**config.mk**
```make
export PLATFORM = sky130hd
export DESIGN_NAME = ser_tx_arbiter
export DESIGN_NICKNAME = d
export VERILOG_FILES = /design/src/rtl/ser_tx_arbiter.sv
export SDC_FILE = /design/constraint.sdc
export NUM_CORES = 1
export LEC_CHECK = 0
export ABC_CLOCK_PERIOD_IN_PS = 2300
export CAP_MARGIN = 0
export CORE_MARGIN = 10
export CORE_UTILIZATION = 40
export CTS_BUF_LIST = sky130_fd_sc_hd__clkbuf_4
export CTS_CLUSTER_SIZE = 40
export DETAILED_ROUTE_END_ITERATION = 8
export GPL_TIMING_DRIVEN = 1
export PLACE_DENSITY_LB_ADDON = 0.12
export SYNTH_ARGS = -nofsm -noshare
export SYNTH_HDL_FRONTEND = slang
export SYNTH_SLANG_ARGS = --single-unit
```
**constraint.sdc**
```tcl
create_clock -name clk -period 2.3 [get_ports clk]
set_input_delay 0.69 -clock clk [delete_from_list [all_inputs] [get_ports clk]]
set_output_delay 0.69 -clock clk [all_outputs]
set_load 0.02 [all_outputs]
```
**src/rtl/ser_tx_arbiter.sv**
```systemverilog
// Round-robin arbiter sharing one UART transmit engine among NREQ byte streams, holding the grant per line.
// Optional macro SER_TX_ARB_TAG_EN prefixes each grant with "<id>:" tag bytes.
module ser_tx_arbiter #(
    parameter int NREQ         = 4,
    parameter int MAX_BURST    = 64,
    parameter int IDLE_TIMEOUT = 256
) (
    input  logic                    clk,
    input  logic                    reset,
    input  logic [NREQ-1:0]         req_valid,
    input  logic [8*NREQ-1:0]       req_data,
    output logic [NREQ-1:0]         req_ready,
    output logic                    tx_valid,
    output logic [7:0]              tx_data,
    input  logic                    tx_ready,
    output logic [$clog2(NREQ)-1:0] grant_id,
    output logic                    busy
);
    localparam int GW = $clog2(NREQ);
    localparam int IW = $clog2(IDLE_TIMEOUT);

    typedef enum logic [1:0] {
        ST_IDLE,
        ST_STREAM
`ifdef SER_TX_ARB_TAG_EN
        , ST_TAG0,
        ST_TAG1
`endif
    } state_t;

    state_t          state_reg, state_next;
    logic [GW-1:0]   grant_reg, grant_next;
    logic [GW-1:0]   ptr_reg, ptr_next;
    logic [7:0]      byte_cnt_reg, byte_cnt_next;
    logic [IW-1:0]   idle_cnt_reg, idle_cnt_next;
    logic            release_now;
    logic [7:0]      req_byte [NREQ];

    generate
        for (genvar gi = 0; gi < NREQ; gi++) begin : g_byte
            assign req_byte[gi] = req_data[8*gi +: 8];
        end
    endgenerate

    // First valid requester after p, scanning p+1, p+2, ... with wrap.
    function automatic logic [GW-1:0] rr_pick(input logic [NREQ-1:0] v, input logic [GW-1:0] p);
        logic [GW-1:0] sel;
        int            cand;
        sel = '0;
        for (int k = NREQ; k >= 1; k--) begin
            cand = (int'(p) + k) % NREQ;
            if (v[cand[GW-1:0]]) sel = cand[GW-1:0];
        end
        return sel;
    endfunction

    always_ff @(posedge clk) begin
        if (reset) begin
            state_reg    <= ST_IDLE;
            grant_reg    <= '0;
            ptr_reg      <= GW'(NREQ - 1);
            byte_cnt_reg <= '0;
            idle_cnt_reg <= '0;
        end else begin
            state_reg    <= state_next;
            grant_reg    <= grant_next;
            ptr_reg      <= ptr_next;
            byte_cnt_reg <= byte_cnt_next;
            idle_cnt_reg <= idle_cnt_next;
        end
    end

    always_comb begin
        state_next    = state_reg;
        grant_next    = grant_reg;
        ptr_next      = ptr_reg;
        byte_cnt_next = byte_cnt_reg;
        idle_cnt_next = idle_cnt_reg;
        release_now   = 1'b0;
        tx_valid      = 1'b0;
        tx_data       = '0;
        req_ready     = '0;
        busy          = 1'b0;

        case (state_reg)
            ST_IDLE: begin
                if (|req_valid) begin
                    grant_next = rr_pick(req_valid, ptr_reg);
`ifdef SER_TX_ARB_TAG_EN
                    state_next = ST_TAG0;
`else
                    state_next = ST_STREAM;
`endif
                end
            end
`ifdef SER_TX_ARB_TAG_EN
            ST_TAG0: begin
                busy     = 1'b1;
                tx_valid = 1'b1;
                tx_data  = 8'h30 + 8'(grant_reg);
                if (tx_ready) state_next = ST_TAG1;
            end
            ST_TAG1: begin
                busy     = 1'b1;
                tx_valid = 1'b1;
                tx_data  = 8'h3A;
                if (tx_ready) state_next = ST_STREAM;
            end
`endif
            ST_STREAM: begin
                busy                 = 1'b1;
                tx_valid             = req_valid[grant_reg];
                tx_data              = req_byte[grant_reg];
                req_ready[grant_reg] = tx_ready;
                if (req_valid[grant_reg] && tx_ready) begin
                    byte_cnt_next = byte_cnt_reg + 8'd1;
                    idle_cnt_next = '0;
                    if (req_byte[grant_reg] == 8'h0A || byte_cnt_reg == 8'(MAX_BURST - 1))
                        release_now = 1'b1;
                end else if (!req_valid[grant_reg]) begin
                    if (idle_cnt_reg == IW'(IDLE_TIMEOUT - 1))
                        release_now = 1'b1;
                    else
                        idle_cnt_next = idle_cnt_reg + IW'(1);
                end
                if (release_now) begin
                    state_next    = ST_IDLE;
                    ptr_next      = grant_reg;
                    byte_cnt_next = '0;
                    idle_cnt_next = '0;
                end
            end
            default: state_next = ST_IDLE;
        endcase

        // Reset drops the grant immediately so no handshake completes in that cycle.
        if (reset) begin
            tx_valid  = 1'b0;
            tx_data   = '0;
            req_ready = '0;
            busy      = 1'b0;
        end
    end

    assign grant_id = grant_reg;
endmodule

```
==> reports/qor.csv, run 1 <==
stage;metric;value;unit
yosys;synthMuxAreaShare;0.165;
critical_path;crit_required;1.61;ns
timing;min_period_over_period;1.01;
timing;slew_headroom;0.615;
clock_network;postCtsHoldBufs;0;
floorplanning;start_util;0.408;
floorplanning;core_area;0.00363;mm^2
worst_hold_path;hold_class;flop to flop;
placed_design;port_buffers;54;
outcome;outcome;finished, violations left;
clock_network;cts_tree;built;
clock_network;ctsHtreeMaxLevel;1;
global_route;grt_pass1_wl;7930;um
route;dr_total_vias;1621;
outcome;violations;setup timing;
yosys;synth-adder-area-share;0.0169;
global_route;grt_remaining_overflow;0;
yosys;syn-cell-area;0.00148;mm^2
floorplanning;ios;55;
placed_design;place.gp.congestion;0.837;
floorplanning;fp.dieArea;0.00655;mm^2
yosys;syn_avg_cell_area;9.05;um^2
timing;finalSetupViolCount;6;
global_route;track_usage;0.149;
placed_design;dpl.hpwl;3920;um
route;vias_per_cell;5.37;
yosys;yosysTopAreaCell;dfxtp_1;
route;drt_drc_violations_left;0;
pwr;p_per_area;364;mW/mm^2
finish;antenna_cells;0;
critical_path;endpoint_kind;primary output;
yosys;yosys_register_bits;21;
timing;fin_ws;-0.0161;ns
yosys;synth_area_leaders;dfxtp_1, mux4_2, nor2_1, mux4_1, and2_1;
finish;finalNetCount;296;
yosys;syn_inst;164;
clock_network;cts_root_buf;clkbuf_4;
pwr;peakVddDrop;0.236;mV
floorplanning;row_count;22;
route;dr.pass1.iters;4;
yosys;synth-edff-count;0;
floorplanning;die_x;80.9;um
finish;drive_gt1_frac;0.409;
timing;drv_slew;0;
critical_path;worst-path-max-fanout;3;
yosys;async_flop_share;0;
timing;hold_viol;0;
critical_path;critPathKind;flop to primary output;
timing;finClkSkew;0.00513;ns
placed_design;place_inst;288;
finish;seqCellArea;424;um^2
finish;multi_input_area;0.00109;mm^2
timing;rsz0062_at_grt;true;
global_route;grt_max_degree;14;
flow_run;drv_cap;0;
timing;fin_crit;2.32;ns
finish;final_cells;302;
route;drtIter0Drc;61;
global_route;antenna_found_initial;0;
clock_network;clk_latency;0.30;ns
critical_path;cp-start-kind;flop;
yosys;yosysTopAreaCellShare;0.283;
finish;fillCellCount;317;
yosys;synthSimpleGateAreaFrac;0.263;
floorplanning;die_h;80.9;um
yosys;yosysUniqueCellTypes;48;
clock_network;clkSlewWorstSetupHoldPaths;0.12;ns
route;postRouteAntennaNets;0;
pwr;p_leak;0.986;nW
yosys;synth_xor_area_frac;0.0413;
clock_network;clock-sinks;21;
global_route;grt_pass1_vias;1640;
timing;clock.fmax;432;MHz
yosys;ys.flop_type;dfxtp_1;
yosys;ys_seq_area_frac;0.283;
timing;tightest_slew;0.574;ns
yosys;synth_top_family_by_area;simple AND/OR/NAND/NOR gates;
route;routed_wl;4990;um
critical_path;worstPathArrival;1.63;ns
route;routedWlPerCell;16.5;um
yosys;synth_compound_area_frac;0.192;
finish;area_delta_synth_final;64.5;%
timing;setup_tns;-0.0657;ns
yosys;syn_nets;205;
clock_network;cts_buffer_depth;2;
clock_network;cts_made_buffers;3;
yosys;synth_warnings;0;
## layout by cell type, fill, tap and decap left out, types with 3 or more instances in the layout
| cell | count |
|---|---|
| a211oi_1 | 4 |
| xor2_1 | 4 |
| buf_4 | 37 |
| nor3_2 | 3 |
| dfxtp_1 | 20 |
| buf_6 | 12 |
| a211o_1 | 3 |
| xnor2_1 | 3 |
| and3_1 | 4 |
| clkdlybuf4s15_1 | 28 |
| nor3_1 | 3 |
| nor2_1 | 25 |
| clkbuf_4 | 4 |
| nand3_1 | 5 |
| and2_4 | 9 |
| mux4_2 | 9 |
| o21ai_0 | 4 |
| o211ai_1 | 3 |
| nand2_1 | 5 |
| inv_1 | 3 |
| buf_2 | 10 |
| a21oi_1 | 8 |
| o21a_1 | 3 |
## layer usage
layer  part of all wire  global-route usage
met4             0.0058              0.0260
met2               0.46               0.254
met5                  0                   0
met3              0.075              0.0353
met1               0.46               0.188
## path summary, 6_finish.rpt
kind | start | to | slack (ns) | cells past startpoint
hold reg to reg | idle_cnt_reg[7] | idle_cnt_reg[7] | 0.52 | 2
setup reg to reg | grant_id[0] | byte_cnt_reg[7] | 0.02 | 7
setup / recovery | grant_id[0] | tx_valid | -0.02 | 5
hold / removal | idle_cnt_reg[7] | idle_cnt_reg[7] | 0.52 | 2
## per-stage QoR
stage | power [mW] | util | setup WS [ns] | area, um^2 | hold slack [ns]
floorplan | 0.509 | - | 0.00134 | 1490 | 0.466
global placement | 0.663 | 0.627 | -0.772 | 2280 | 0.493
detailed placement | 0.669 | 0.627 | -0.770 | 2280 | 0.504
CTS | 0.868 | 0.644 | -0.0389 | 2340 | 0.525
global route | 0.938 | 0.672 | -0.0902 | 2440 | 0.554
finish | 0.887 | 0.672 | -0.0161 | 2440 | 0.523
## critical path, cell delays in order, from the launching register on
cell	delay, ns
dfxtp_4	0.38
buf_4	0.12
mux4_2	0.54
inv_2	0.09
nor3_2	0.04
buf_4	0.16
## kinds of logic (layout without fill, tap and decap cells)
kind of cell	Yosys count	count (layout)
xor+xnor	7	7
compound gates	38	38
buf+inv	12	102
fa+ha+maj	2	2
simple gates	72	72
flops	21	21
mux	12	12
## synth_stat cells, types with 3 or more instances
library cell / count
dfxtp_1: 21
a211o_1: 3
o21ai_0: 4
clkbuf_1: 5
nor3_1: 6
mux4_1: 3
mux4_2: 6
and3_1: 4
xor2_1: 4
inv_1: 4
a21oi_1: 9
nand3_1: 6
o211ai_1: 3
xnor2_1: 3
o21a_1: 3
nand2_1: 6
a211oi_1: 4
nor2_1: 26
and2_1: 9
## power by group
part / internal, mW / switching, mW / leakage [nW]
logic: 0.184 / 0.137 / 0.797
clock network: 0.0792 / 0.109 / 0.0184
registers: 0.371 / 0.00774 / 0.171
total: 0.634 / 0.253 / 0.986
## what timing repair did
action / in CTS / in global routing
gates cloned: 0 / 0
resized for setup: 180 / 23
pin swaps: 10 / 14
hold endpoints to repair: 0 / 0
setup buffers: 4 / 6
setup endpoints to repair: 27 / 25
## cell type report
class | instances | share of cell area
tap | 48 | 0.0246
inverter | 5 | 0.00820
clock buffer | 4 | 0.0123
timing repair buffer | 93 | 0.333
sequential | 21 | 0.174
multi-input combinational | 131 | 0.448
(Power assumes the default switching activity.)
==> run 2, diff against run 1 <==
--- a/config.mk
+++ b/config.mk
@@ -5,7 +5,7 @@
 export SDC_FILE = /design/constraint.sdc
 export NUM_CORES = 1
 export LEC_CHECK = 0
-export ABC_CLOCK_PERIOD_IN_PS = 2300
+export ABC_CLOCK_PERIOD_IN_PS = 2050
 export CAP_MARGIN = 0
 export CORE_MARGIN = 10
 export CORE_UTILIZATION = 40
==> constraint.sdc (replaced) <==
create_clock -name clk -period 2.05 [get_ports clk]
set_input_delay 0.615 -clock clk [delete_from_list [all_inputs] [get_ports clk]]
set_output_delay 0.615 -clock clk [all_outputs]
set_load 0.02 [all_outputs]
==> reports/qor.csv, run 2 (synthesis results as in run 1) <==
stage;metric;value;unit
flow_run;drv_cap;0;
floorplanning;row_count;22;
critical_path;slowest_stage;mux4_2;
clock_network;cts_buffer_depth;2;
finish;layout_commonest_cell;dlygate4sd2_1;
critical_path;slowest_delay;0.51;ns
critical_path;critPathKind;flop to primary output;
floorplanning;die_h;80.9;um
floorplanning;core_area;0.00363;mm^2
placed_design;place.gp.congestion;0.931;
timing;tightest_slew;0.622;ns
floorplanning;die_x;80.9;um
timing;finClkSkew;0.00784;ns
finish;finalNetCount;297;
placed_design;dpl-instance-area;0.00230;mm^2
global_route;antenna_found_initial;0;
timing;clock.fmax;439;MHz
clock_network;ctsHtreeMaxLevel;1;
critical_path;r2r_end;ptr_reg[0];
route;dr.pass1.iters;4;
global_route;grt_remaining_overflow;0;
worst_hold_path;min_from;idle_cnt_reg[7];
clock_network;clock-sinks;21;
timing;holdWs;0.505;ns
timing;fin_ws;-0.227;ns
route;drtIter0Drc;52;
route;drt_drc_violations_left;0;
finish;fillCellCount;290;
timing;slew_headroom;0.583;
placed_design;port_buffers;54;
worst_hold_path;hold_depth;2;
clock_network;cts_root_buf;clkbuf_4;
global_route;grt_max_degree;15;
floorplanning;ios;55;
finish;fin_util;0.708;
route;vias_per_cell;5.47;
route;postRouteAntennaNets;0;
critical_path;worstRegToRegCells;7;
clock_network;clkSlewWorstSetupHoldPaths;0.11;ns
global_route;top_usage_layer;met2;
timing;min_period_over_period;1.11;
timing;drv_slew;0;
worst_hold_path;min_to;idle_cnt_reg[7];
critical_path;r2r_slack;-0.16;ns
pwr;p_leak;1.04;nW
timing;finalSetupViolCount;23;
critical_path;r2r_start;grant_id[0];
global_route;grt_util_met2;0.276;
critical_path;cp-start-kind;flop;
floorplanning;fp.dieArea;0.00655;mm^2
finish;final_area;0.00257;mm^2
critical_path;worstPathArrival;1.66;ns
critical_path;crit_path_cell_trace;buf_12 -> mux4_2 -> and2_4 -> buf_6;
global_route;grt_pass1_wl;8070;um
placed_design;dpl.hpwl;3910;um
placed_design;place_inst;287;
critical_path;worst-path-max-fanout;8;
pwr;peakVddDrop;0.346;mV
route;routed_wl;5210;um
route;dr_total_vias;1656;
critical_path;crit_required;1.43;ns
finish;area_delta_synth_final;73.4;%
floorplanning;start_util;0.408;
clock_network;cts_made_buffers;3;
global_route;track_usage;0.153;
timing;rsz0062_at_grt;true;
finish;drive_gt1_frac;0.439;
pwr;power.total;1.02;mW
timing;setup_tns;-3.44;ns
critical_path;endpoint_kind;primary output;
outcome;violations;setup timing;
global_route;grt_pass1_vias;1666;
timing;hold_viol;0;
finish;antenna_cells;0;
clock_network;clk_latency;0.31;ns
finish;layout_common_cells;dlygate4sd2_1, buf_4, dfxtp_1;
clock_network;cts_tree;built;
global_route;met3_usage;0.0397;
global_route;grtUsageMet1;0.175;
outcome;outcome;finished, violations left;
placed_design;pre_cts_ws;-0.816;ns
timing;fin_crit;2.28;ns
finish;final_cells;303;
route;routedWlPerCell;17.2;um
pwr;p_per_area;395;mW/mm^2
worst_hold_path;hold_class;flop to flop;
run 2: cell types whose count changed in the layout (fill, tap and decap cells not counted), sizes merged:
cell / previous run / this run
dlygate4sd2: 1 / 31
clkinv: 1 / 2
clkbuf: 5 / 3
buf: 61 / 54
clkdlybuf4s50: 2 / 0
clkdlybuf4s15: 28 / 9
run 2: power breakdown:
| part | internal [mW] | leakage [nW] | switching (mW) |
|---|---|---|---|
| Combinational | 0.226 | 0.850 | 0.162 |
| Sequential | 0.416 | 0.171 | 0.0129 |
| Clock | 0.0728 | 0.0177 | 0.127 |
run 2: worst max path at each step:
stage / from / end / slack (ns) / cells past startpoint
2_1_floorplan: req_valid[3] / byte_cnt_reg[7] / -0.12 / 5
3_3_place_gp: req_valid[3] / tx_valid / -0.81 / 5
3_5_place_dp: req_data[11] / tx_data[3] / -0.82 / 4
4_1_cts: grant_id[0] / byte_cnt_reg[7] / -0.25 / 6
5_1_grt: grant_id[0] / tx_data[7] / -0.30 / 4
6_report: grant_id[0] / tx_data[7] / -0.23 / 4
run 2: final cells by class:
class	count	area (um^2)	share of cell area
clock inverters	1	5.00	0.00194
multi-input cells	131	1170	0.455
well taps	48	60.1	0.0233
inverters	5	20.0	0.00778
repair buffers	94	872	0.339
flip-flops and latches	21	424	0.165
clock buffers	3	22.5	0.00875
run 2: layer usage:
metal	share of wire	up-vias
met1	0.42	790
met4	0.0059	0
li1	-	793
met3	0.10	4
met2	0.47	69
met5	0	-
run 2: worst max-delay path: cells and delay by family, from the launching register on:
kind | cells | cell delay, ns
and+or+nand+nor | 1 | 0.16
DFF | 1 | 0.45
muxes | 1 | 0.51
buffers and inverters | 2 | 0.24
run 2: repair_timing:
action	in CTS	in global routing
hold buffers	0	0
resized for setup	160	21
cloned	1	0
endpoints found under the setup margin	33	26
setup buffers	10	1
pin swaps	32	15
